<file path="src/rtl/div_pkg.sv">
// Shared types and constants for the iterative restoring divider.
package div_pkg;

   typedef enum logic [1:0] {
      IDLE = 2'd0,
      BUSY = 2'd1,
      DONE = 2'd2
   } div_state_t;

   // Wide enough for any supported operand width; users slice to their own width.
   localparam logic [63:0] ALL_ONES = '1;

endpackage

</file>
<file path="src/rtl/div_step.sv">
// One restoring-division iteration: shift in a dividend bit, try to subtract the divisor.
module div_step #(
   parameter int W = 16
) (
   input  logic [W-1:0] rem_i,
   input  logic         bit_i,
   input  logic [W-1:0] divisor_i,
   output logic [W-1:0] rem_o,
   output logic         q_bit_o
);

   logic [W:0] trial;

   // The trial needs W+1 bits for the compare; the restored or reduced
   // remainder is always below the divisor, so the low W bits carry it exactly.
   always_comb begin
      trial   = {rem_i, bit_i};
      q_bit_o = (trial >= {1'b0, divisor_i});
      rem_o   = q_bit_o ? (trial[W-1:0] - divisor_i) : trial[W-1:0];
   end

endmodule

</file>
<file path="src/rtl/div_int.sv">
// Iterative unsigned divider: 2W-bit dividend by W-bit divisor, one quotient bit per cycle.
//
// state | meaning
// IDLE  | waiting for operands, in_ready high
// BUSY  | W restoring iterations in progress
// DONE  | result presented, waiting for out_ready
module div_int
   import div_pkg::*;
#(
   parameter  int DATA_WIDTH = 16,
   localparam int CNT_WIDTH  = $clog2(DATA_WIDTH + 1)
) (
   input  logic                    clk,
   input  logic                    rst_n,
   input  logic                    in_valid,
   output logic                    in_ready,
   input  logic [2*DATA_WIDTH-1:0] dividend,
   input  logic [DATA_WIDTH-1:0]   divisor,
   output logic                    out_valid,
   input  logic                    out_ready,
   output logic [DATA_WIDTH-1:0]   quotient,
   output logic [DATA_WIDTH-1:0]   remainder,
   output logic                    div_zero,
   output logic                    overflow
);

   localparam int W = DATA_WIDTH;
   localparam logic [W-1:0]         ONES_W   = ALL_ONES[W-1:0];
   localparam logic [CNT_WIDTH-1:0] CNT_LAST = CNT_WIDTH'(W - 1);

   div_state_t           state_q, state_d;
   logic [CNT_WIDTH-1:0] cnt_q, cnt_d;
   logic [W-1:0]         rem_q, rem_d;
   logic [W-1:0]         shift_q, shift_d;
   logic [W-1:0]         divisor_q, divisor_d;
   logic [W-1:0]         quotient_q, quotient_d;
   logic [W-1:0]         remainder_q, remainder_d;
   logic                 div_zero_q, div_zero_d;
   logic                 overflow_q, overflow_d;

   logic [W-1:0]         step_rem;
   logic                 step_qbit;

   div_step #(.W(W)) u_step (
      .rem_i     (rem_q),
      .bit_i     (shift_q[W-1]),
      .divisor_i (divisor_q),
      .rem_o     (step_rem),
      .q_bit_o   (step_qbit)
   );

   assign in_ready  = (state_q == IDLE);
   assign out_valid = (state_q == DONE);
   assign quotient  = quotient_q;
   assign remainder = remainder_q;
   assign div_zero  = div_zero_q;
   assign overflow  = overflow_q;

   always_comb begin
      state_d     = state_q;
      cnt_d       = cnt_q;
      rem_d       = rem_q;
      shift_d     = shift_q;
      divisor_d   = divisor_q;
      quotient_d  = quotient_q;
      remainder_d = remainder_q;
      div_zero_d  = div_zero_q;
      overflow_d  = overflow_q;

      case (state_q)
         IDLE: begin
            if (in_valid) begin
               if (divisor == '0) begin
                  quotient_d  = ONES_W;
                  remainder_d = dividend[W-1:0];
                  div_zero_d  = 1'b1;
                  overflow_d  = 1'b0;
                  state_d     = DONE;
               end else if (dividend[2*W-1:W] >= divisor) begin
                  quotient_d  = ONES_W;
                  remainder_d = '0;
                  div_zero_d  = 1'b0;
                  overflow_d  = 1'b1;
                  state_d     = DONE;
               end else begin
                  rem_d     = dividend[2*W-1:W];
                  shift_d   = dividend[W-1:0];
                  divisor_d = divisor;
                  cnt_d     = '0;
                  state_d   = BUSY;
               end
            end
         end

         // Dividend bits leave at the MSB while quotient bits enter at the LSB,
         // so after W steps the shift register holds the quotient.
         BUSY: begin
            rem_d   = step_rem;
            shift_d = {shift_q[W-2:0], step_qbit};
            cnt_d   = cnt_q + CNT_WIDTH'(1);
            if (cnt_q == CNT_LAST) begin
               cnt_d       = '0;
               quotient_d  = {shift_q[W-2:0], step_qbit};
               remainder_d = step_rem;
               div_zero_d  = 1'b0;
               overflow_d  = 1'b0;
               state_d     = DONE;
            end
         end

         DONE: begin
            if (out_ready) begin
               state_d = IDLE;
            end
         end

         default: state_d = IDLE;
      endcase
   end

   always_ff @(posedge clk or negedge rst_n) begin
      if (!rst_n) begin
         state_q     <= IDLE;
         cnt_q       <= '0;
         rem_q       <= '0;
         shift_q     <= '0;
         divisor_q   <= '0;
         quotient_q  <= '0;
         remainder_q <= '0;
         div_zero_q  <= 1'b0;
         overflow_q  <= 1'b0;
      end else begin
         state_q     <= state_d;
         cnt_q       <= cnt_d;
         rem_q       <= rem_d;
         shift_q     <= shift_d;
         divisor_q   <= divisor_d;
         quotient_q  <= quotient_d;
         remainder_q <= remainder_d;
         div_zero_q  <= div_zero_d;
         overflow_q  <= overflow_d;
      end
   end

endmodule

</file>
<file path="config.mk">
export PLATFORM = sky130hd
export DESIGN_NAME = div_int
export DESIGN_NICKNAME = d
export VERILOG_FILES = /design/src/rtl/div_pkg.sv /design/src/rtl/div_step.sv /design/src/rtl/div_int.sv
export SDC_FILE = /design/constraint.sdc
export NUM_CORES = 1
export LEC_CHECK = 0
export ABC_AREA = 1
export CORE_UTILIZATION = 50
export CTS_BUF_LIST = sky130_fd_sc_hd__clkbuf_4
export CTS_CLUSTER_DIAMETER = 150
export DETAILED_ROUTE_END_ITERATION = 10
export PLACE_DENSITY = 0.75
export SLEW_MARGIN = 20
export SYNTH_ARGS = -nofsm -noshare
export SYNTH_HDL_FRONTEND = slang
export SYNTH_SLANG_ARGS = --single-unit
</file>
<file path="constraint.sdc">
create_clock -name clk -period 3.2 [get_ports clk]
set_input_delay 0.32 -clock clk [delete_from_list [all_inputs] [get_ports clk]]
set_output_delay 0.32 -clock clk [all_outputs]
set_load 0.05 [all_outputs]
</file>
== After elaboration in Yosys (flattened, before gate mapping) ==
Index checks and enable logic that the tools add are counted.
Operators by class
  $add $sub $neg: 2
  $lt $le $gt $ge: 2
  equal/unequal tests: 9
  mux-type cells: 39
  bitwise gates (word level): 2
  reduce and logical (&&, ||, !) cells: 7
Operators by type and width (number)
  16-bit 2-to-1 mux: 15
  16-bit one-hot mux with 2 select lines: 4
  5-bit 2-to-1 mux: 4
  17-bit by 16-bit greater-or-equal comparator with 1-bit output: 1
  16-bit greater-or-equal comparator: 1
  16-bit logical NOT: 1
  16-bit subtractor: 1
  4-bit AND reduction: 3
  2-bit 2-to-1 mux: 5
  5-bit one-hot mux with 2 select lines: 1
  2-bit inequality test, second input constant: 4
  1-bit 2-to-1 mux: 7
  2-bit one-hot mux with 3 select lines: 1
  5-bit by 1-bit adder with 5-bit output, second input constant: 1
  5-bit by 4-bit == test with 1-bit output, second input constant: 1
  1-bit one-hot mux with 2 select lines: 2
  3-bit by 1-bit inequality test with 1-bit output, second input constant: 1
  3-bit AND reduction: 1
  2-bit by 1-bit == test with 1-bit output, second input constant: 1
  2-bit == test, second input constant: 1
  2-bit logical NOT: 1
  2-bit by 1-bit inequality test with 1-bit output, second input constant: 1
  1-bit inverter: 2
  2-bit nonzero test: 1
Word-level totals
  register bits after elaboration: 89
  input port bits: 52
  output and inout bits: 36
  logic and storage cells: 70

== Depth between registers and ports, before layout ==
Gate-level depths: netlist of run 1.
  depth after elaboration: 5
  gate-level depth with buffers: 16
  depth with buffers taken out: 16

== Hierarchy ==
Synthesis of run 1 repeated with hierarchy kept, for this count alone.
Unflattened totals
  cells, all modules: 893
  area total of the unflattened synthesis: 6033.3 µm²
Modules (own cells, without submodules)
  div_int: instances 1, cells an instance 624, area an instance 4678.2 µm², seq. area each 2227.1 µm²
  div_step: instances 1, cells an instance 269, area an instance 1355.0 µm², seq. area each 0.0 µm²

== Worst setup path before layout of run 1 ==
OpenSTA, ideal clock, no wires.
  path kind: flip-flop to flip-flop
  start point: register state_q[1]
  end point: register state_q[1]
  setup time: 115 ps
  arrival time: 1999 ps
  required time: 3085 ps
  path slack: 1086 ps
  cell stages (with the launch flop): 10
  path buffers: 1
  clock period less this slack: 2114 ps
  path through: dfrtp_1 nor2_1 inv_1 nor2_1 nand4_1 nand2_2 inv_2 buf_4 nor2_1 inv_1
Between the ends
  longest elaborated chain between the ends: 3
  elaborated cells between the ends (all ways): 8
  classes of those cells: eq/ne: 5; mux: 1; reduce/logical: 2
RTL lines
  start, declared: RTL line div_int.sv:31  | div_state_t state_q, state_d;
  start signal, assigned: RTL line div_int.sv:133  | state_q <= state_d;
  2-bit logical NOT (*)
  net in_ready: RTL line div_int.sv:16  | output logic in_ready,
  2-bit inequality test (no source line)
  3-bit AND reduction (no source line)
The timed path passes the listed nets; every way through them passes the cells marked *.
A chain may end at the register's enable or synchronous reset.

== Worst setup path in the final report of run 1 ==
  start point: register rem_q[12]
  end point: register remainder_q[13] (netlist: remainder[13])
Between the ends
  longest elaborated chain between the ends: 4
  elaborated cells between the ends (all ways): 5
  classes of those cells: add/sub: 1; order compare: 1; mux: 3
RTL lines
  start, declared: RTL line div_int.sv:33  | logic [W-1:0] rem_q, rem_d;
  start signal, assigned: RTL line div_int.sv:135  | rem_q <= rem_d;
  16-bit subtractor / 17-bit by 16-bit greater-or-equal comparator with 1-bit output (equally long branches): RTL line div_step.sv:19, div_step.sv:18
  16-bit 2-to-1 mux (*): RTL line div_step.sv:19  | rem_o = q_bit_o ? (trial[W-1:0] - divisor_i) : trial[W-1:0];
  16-bit 2-to-1 mux (*): RTL line div_int.sv:101  | if (cnt_q == CNT_LAST) begin
  16-bit one-hot mux with 2 select lines (*): RTL line div_int.sv:70  | case (state_q)
  end signal, assigned: RTL line div_int.sv:139  | remainder_q <= remainder_d;
  end, declared: RTL line div_int.sv:37  | logic [W-1:0] remainder_q, remainder_d;
Every way passes the cells marked *; elsewhere a longest branch is shown, timed or not. The select of a mux whose other input is x is not followed.

==> results of run 1 <==
## kinds of logic after synthesis
family | count (synthesis) | synth area share
simple gates | 537 | 0.396
buf+inv | 124 | 0.0886
flops | 89 | 0.384
compound gates | 53 | 0.0466
fa+ha+maj | 34 | 0.0746
xor+xnor | 7 | 0.0106
## worst paths after layout
path,startpoint,endpoint,slack [ps],cells after the start
min reg2reg,remainder[5],remainder[5],500,2
max in group asynchronous,rst_n,rem_q[13],2010,3
max,rem_q[12],remainder[13],640,14
max reg2reg,rem_q[12],remainder[13],640,14
min,divisor[10],divisor_q[10],390,3
min in group asynchronous,rst_n,divisor_q[9],460,2
## per-layer routing
layer	up-vias	wire length, um
met3	40	1010
li1	2791	-
met5	-	0
met2	216	7210
met4	0	484
met1	2534	7380
## synth_stat cells (2+ instances only)
cell / number / area, um2
inv_2: 15 / 56.3
o21ai_1: 10 / 50.1
xor2_1: 7 / 61.3
buf_8: 2 / 30.0
nand4_2: 2 / 25.0
nand3b_1: 2 / 15.0
nand2_2: 14 / 87.6
nand3_1: 71 / 355
nand3_2: 8 / 80.1
nand4_1: 9 / 56.3
nor2_8: 2 / 40.0
ha_1: 33 / 413
o21ai_0: 27 / 135
dfrtp_1: 89 / 2230
nor3_1: 4 / 20.0
a21oi_1: 14 / 70.1
buf_2: 15 / 75.1
clkbuf_1: 7 / 26.3
nor2_1: 47 / 176
inv_1: 82 / 308
nor2_2: 3 / 18.8
nand2_1: 370 / 1390
or2_2: 2 / 12.5
buf_4: 2 / 15.0
## sequential cells by signal, indices dropped and copies added (netlist names)
name,cells
cnt_q,5
div_zero,1
divisor_q,16
overflow,1
quotient,16
rem_q,16
remainder,16
shift_q,16
state_q,2
## critical path, stage by stage (launching register included)
cell     delay [ps]
dfrtp_1         440
ha_1            390
nand2_2         160
inv_2            50
nand2_1          80
inv_1            40
nand2_1          50
nand2_1          60
nor2_2          150
nand2_4         210
nor2_8          360
nand2_1         180
nand3_1         120
nand2_1         100
nand2_1          90
## where the power goes
part	leakage (nW)	internal [mW]	switching, mW	total [mW]
combinational	2.63	1.57	3.25	4.82
sequential	1.12	1.61	0.330	1.94
clock	0.0636	0.177	0.433	0.609
## through the flow
step           hold slack, ps  utilization  cells  area [um2]  power [mW]
2_1_floorplan            24.4            -    844        5810        5.52
3_3_place_gp              465        0.612   1053        6790        6.66
3_5_place_dp              465        0.612   1053        6790        6.74
4_1_cts                   391        0.625   1070        6920        7.36
5_1_grt                   426        0.625   1070        6920        8.06
6_report                  395        0.625   1070        6920        7.37
## final cells by class
type,count,area (um2),area share
sequential,89,2230,0.322
tap,140,175,0.0253
multi-input combinational,631,3070,0.444
clock inverter,6,50.0,0.00723
inverter,97,364,0.0526
clock buffer,10,75.1,0.0108
timing repair buffer,97,958,0.138
## timing repair
action	in CTS	in global routing
hold buffers	1	0
buffers inserted	0	0
endpoints found under the hold margin	63	0
==> results by group, run 1 <==
Status
  – Status: finished clean

Clock tree
  – Clk sinks: 89
  – Post_cts resized: 0
  – H-Tree Level Count: 3
  – Skew-Pair Late Insertion Delay: 480 ps
  – Clock Path Buffers: 2
  – CTS tree: done
  – Root buf cell: clkbuf_4
  – CTS Buf Count: 9
  – Worst-path clk slew: 160 ps

Die
  – IO Count: 88
  – Cell row count: 38
  – Chip Width: 110 um
  – Core box area: 11100 um2
  – Initial core utilization: 0.524
  – Die H: 110 um
  – Die area: 12000 um2

Layout
  – Area delta synth->final: 19.2%
  – Nets: 1011
  – Antenna diodes: 0
  – Commonest non-fill, non-tap cell in the layout: nand2_1
  – Share of cells above drive strength 1: 0.0806
  – Fill cell count: 1050
  – Commonest non-fill, non-tap cells in the layout: 370 x nand2_1, 89 x dfrtp_1, 86 x clkdlybuf4s50_1

Setup path
  – Crit Path Max Fanout: 18
  – Crit path arrival time: 2980 ps
  – Required @ worst endpoint: 3620 ps
  – Crit. End Element: flip-flop
  – Crit Path Class: flip-flop to flip-flop
  – CP Launch Type: flip-flop

Drt
  – Drt drc: 0
  – Drt first pass iters: 5
  – Initial DRC Count: 511
  – WL final: 16100 um
  – Wire per inst: 15.0 um
  – Antenna viol nets, final: 0
  – Vias per Instance: 5.22
  – Via count: 5581

Logic synthesis
  – Syn Inst Count: 844
  – Post-synthesis area per instance: 6.88 um2
  – Synth Register Bits: 89
  – EDFF count, synth: 0
  – Synth unique cells: 31
  – Synthesized area: 5810 um2
  – Sequential area share after synthesis: 0.384
  – Ys async rst share: 1.00
  – Post-synth top flop: dfrtp_1
  – Syn_nets: 930
  – Synth warnings: 0

Global routing
  – Grt ovf: 0
  – Initial antenna violation count: 0
  – Grt met2 use: 0.444
  – All-Layer GR Usage: 0.287
  – Global-route wire length before repair: 26000 um
  – Largest net degree at the start of global routing: 66
  – Gr busiest metal: met2
  – M3 GR Usage: 0.0504
  – Vias in the first global route: 5153
  – Met1 Use GR: 0.399

STA
  – Unrepaired setup endpoints after global routing: false
  – Final setup viols: 0
  – Final worst clock skew: 18.6 ps
  – Final min period: 2560 ps
  – Hold Vio Cnt, Final: 0
  – Max Clk Rate: 391 MHz
  – Final worst-path cycle share: 0.799
  – Worst Max-Slew Pin Slew: 848 ps
  – TNS Setup: 0 ps
  – Slew margin rel.: 0.435
  – Max Slew Vio Count: 0
  – Worst Slack Setup Final: 644 ps

Placement
  – Pre-CTS WS: 447 ps
  – Detailed Place HPWL: 12100 um
  – Gpl congestion: 0.917
  – PortBufs: 87

Worst hold path
  – Hold Path Class: primary input to flip-flop

Power and ir drop
  – Leak: 3.82 nW
  – Worst VDD drop: 0.000614 V
  – PwrDens: 1070 nW/um2

Job
  – Max cap viols: 0
Power figures use the tool's default switching activity.
==> run 2, diff against run 1 <==
PLACE_DENSITY = 0.78   (was 0.75)
clock period = 2.3 ns   (was 3.2 ns; I/O delays follow)
==> run 2 against run 1 <==
  * Critical path depth fell by 2
  * Sequential power grew 40%
  * Sequential cell count did not move
==> results by group, run 2 (same netlist as run 1, synthesis figures left out) <==
Status
  – Status: finished clean

STA
  – Worst Slack Setup Final: 116 ps
  – Worst Max-Slew Pin Slew: 518 ps
  – Unrepaired setup endpoints after global routing: false
  – Max Clk Rate: 458 MHz
  – Final min period: 2180 ps
  – Hold Vio Cnt, Final: 0
  – Final setup viols: 0
  – Max Slew Vio Count: 0
  – Slew margin rel.: 0.654
  – Final worst-path cycle share: 0.950
  – Final worst clock skew: 16.3 ps

Setup path
  – Required @ worst endpoint: 2710 ps
  – Crit path arrival time: 2590 ps
  – CP Launch Type: flip-flop
  – Crit Path Max Fanout: 8
  – Crit Path Class: flip-flop to flip-flop
  – Crit. End Element: flip-flop

Power and ir drop
  – Int Power: 5.14 mW
  – PwrDens: 1480 nW/um2
  – Clock network power share: 0.080
  – Reg power frac: 0.253
  – Power Total: 10.8 mW
  – Combinational share of power: 0.667
  – Switching Power: 5.61 mW
  – Switching share of total power: 0.522
  – Leak: 3.97 nW
  – Worst VDD drop: 0.00108 V

Layout
  – Nets: 1035
  – Share of cells above drive strength 1: 0.109
  – Area taken by multi-input logic gates: 3140 um2
  – Reg area: 2230 um2
  – Fill cell count: 975
  – Antenna diodes: 0
  – Area delta synth->final: 24.9%
  – Commonest non-fill, non-tap cells in the layout: 370 x nand2_1, 89 x dfrtp_1, 85 x clkdlybuf4s50_1
  – Commonest non-fill, non-tap cell in the layout: nand2_1

Die
  – IO Count: 88
  – Die H: 110 um
  – Die area: 12000 um2
  – Core box area: 11100 um2
  – Cell row count: 38
  – Chip Width: 110 um
  – Initial core utilization: 0.524

Drt
  – Via count: 5677
  – Wire per inst: 14.6 um
  – Initial DRC Count: 429
  – WL final: 15900 um
  – Antenna viol nets, final: 0
  – Drt drc: 0
  – Vias per Instance: 5.19
  – Drt first pass iters: 5

Placement
  – Detailed Place HPWL: 12300 um
  – Gpl congestion: 0.908
  – Pre-CTS WS: -73.2 ps
  – PortBufs: 87

Clock tree
  – Root buf cell: clkbuf_4
  – Skew-Pair Late Insertion Delay: 460 ps
  – CTS Buf Count: 9
  – Worst-path clk slew: 140 ps
  – Clk sinks: 89
  – CTS tree: done
  – Clock Path Buffers: 2
  – H-Tree Level Count: 3

Job
  – Max cap viols: 0

Global routing
  – Largest net degree at the start of global routing: 51
  – Vias in the first global route: 5294
  – Global-route wire length before repair: 25800 um
  – Grt ovf: 0
  – All-Layer GR Usage: 0.282
  – Initial antenna violation count: 0

Worst hold path
  – Hold Path Class: primary input to async pin
==> run 2: cell types whose count changed in the layout (fill, tap and decap cells not counted), sizes merged, moves of 2 or more <==
cell	change
buf	+24
clkinvlp	-2
inv	-2
clkinv	+3
==> run 2: final cells by class <==
cell class	instances	area share
multi-input cells	631	0.433
flip-flops and latches	89	0.307
repair buffers	121	0.168
inverters	97	0.0502
well taps	140	0.0242
clock buffers	9	0.00932
clock inverters	6	0.00828
==> run 2: metrics by stage <==
stage	hold WS, ps	instance area (um2)	utilization	std cells	TNS (ps)
after CTS	157	7170	0.647	1092	0
after detailed placement	111	7030	0.635	1076	-2760
final	153	7250	0.655	1093	0
after floorplan	-65.6	5810	-	844	0
after global placement	111	7030	0.635	1076	-189
after global routing	184	7250	0.655	1093	0
==> run 2: routing by layer <==
metal  track usage  up-vias  wire [um]
li1              -     2844          -
met1         0.378     2577       7070
met2         0.452      219       7350
met3        0.0516       37       1070
met4         0.107        0        453
met5             0        -          0
==> run 2: what timing repair did <==
item,CTS,global route
hold buffers,1,0
endpoints found under the setup margin,0,23
buffers inserted,0,1
gates resized for setup,0,11
endpoints found under the hold margin,89,0
==> run 2: path summary, 6_finish.rpt <==
check / startpoint / endpoint / slack, ps / cells after the start
max reg2reg: rem_q[7] / remainder[12] / 120 / 12
max in group asynchronous: rst_n / rem_q[14] / 1550 / 3
min in group clk: divisor[10] / divisor_q[10] / 330 / 3
min reg2reg: remainder[11] / remainder[11] / 500 / 2
max: rem_q[7] / remainder[12] / 120 / 12
min: rst_n / remainder[10] / 150 / 2
==> run 2: worst max-delay path: stages (launching register included) <==
cell and delay [ps]:
dfrtp_1 440, ha_1 370, nand2_1 120, nor2_1 150, nand3_1 110, nand3_1 130, nand2_2 80, nand2_4 110
buf_4 200, nand3_1 150, nand3_1 120, nand2_1 90, nand2_1 60
==> run 2: power by group through the flow <==
stage | clock (mW) | sequential [mW] | combinational (mW)
final | 0.859 | 2.72 | 7.17
after global routing | 0.918 | 2.79 | 7.97
after CTS | 0.870 | 2.69 | 6.97
after detailed placement | 0 | 2.72 | 6.93
after global placement | 0 | 2.71 | 6.85
after floorplan | 0 | 3.43 | 4.26
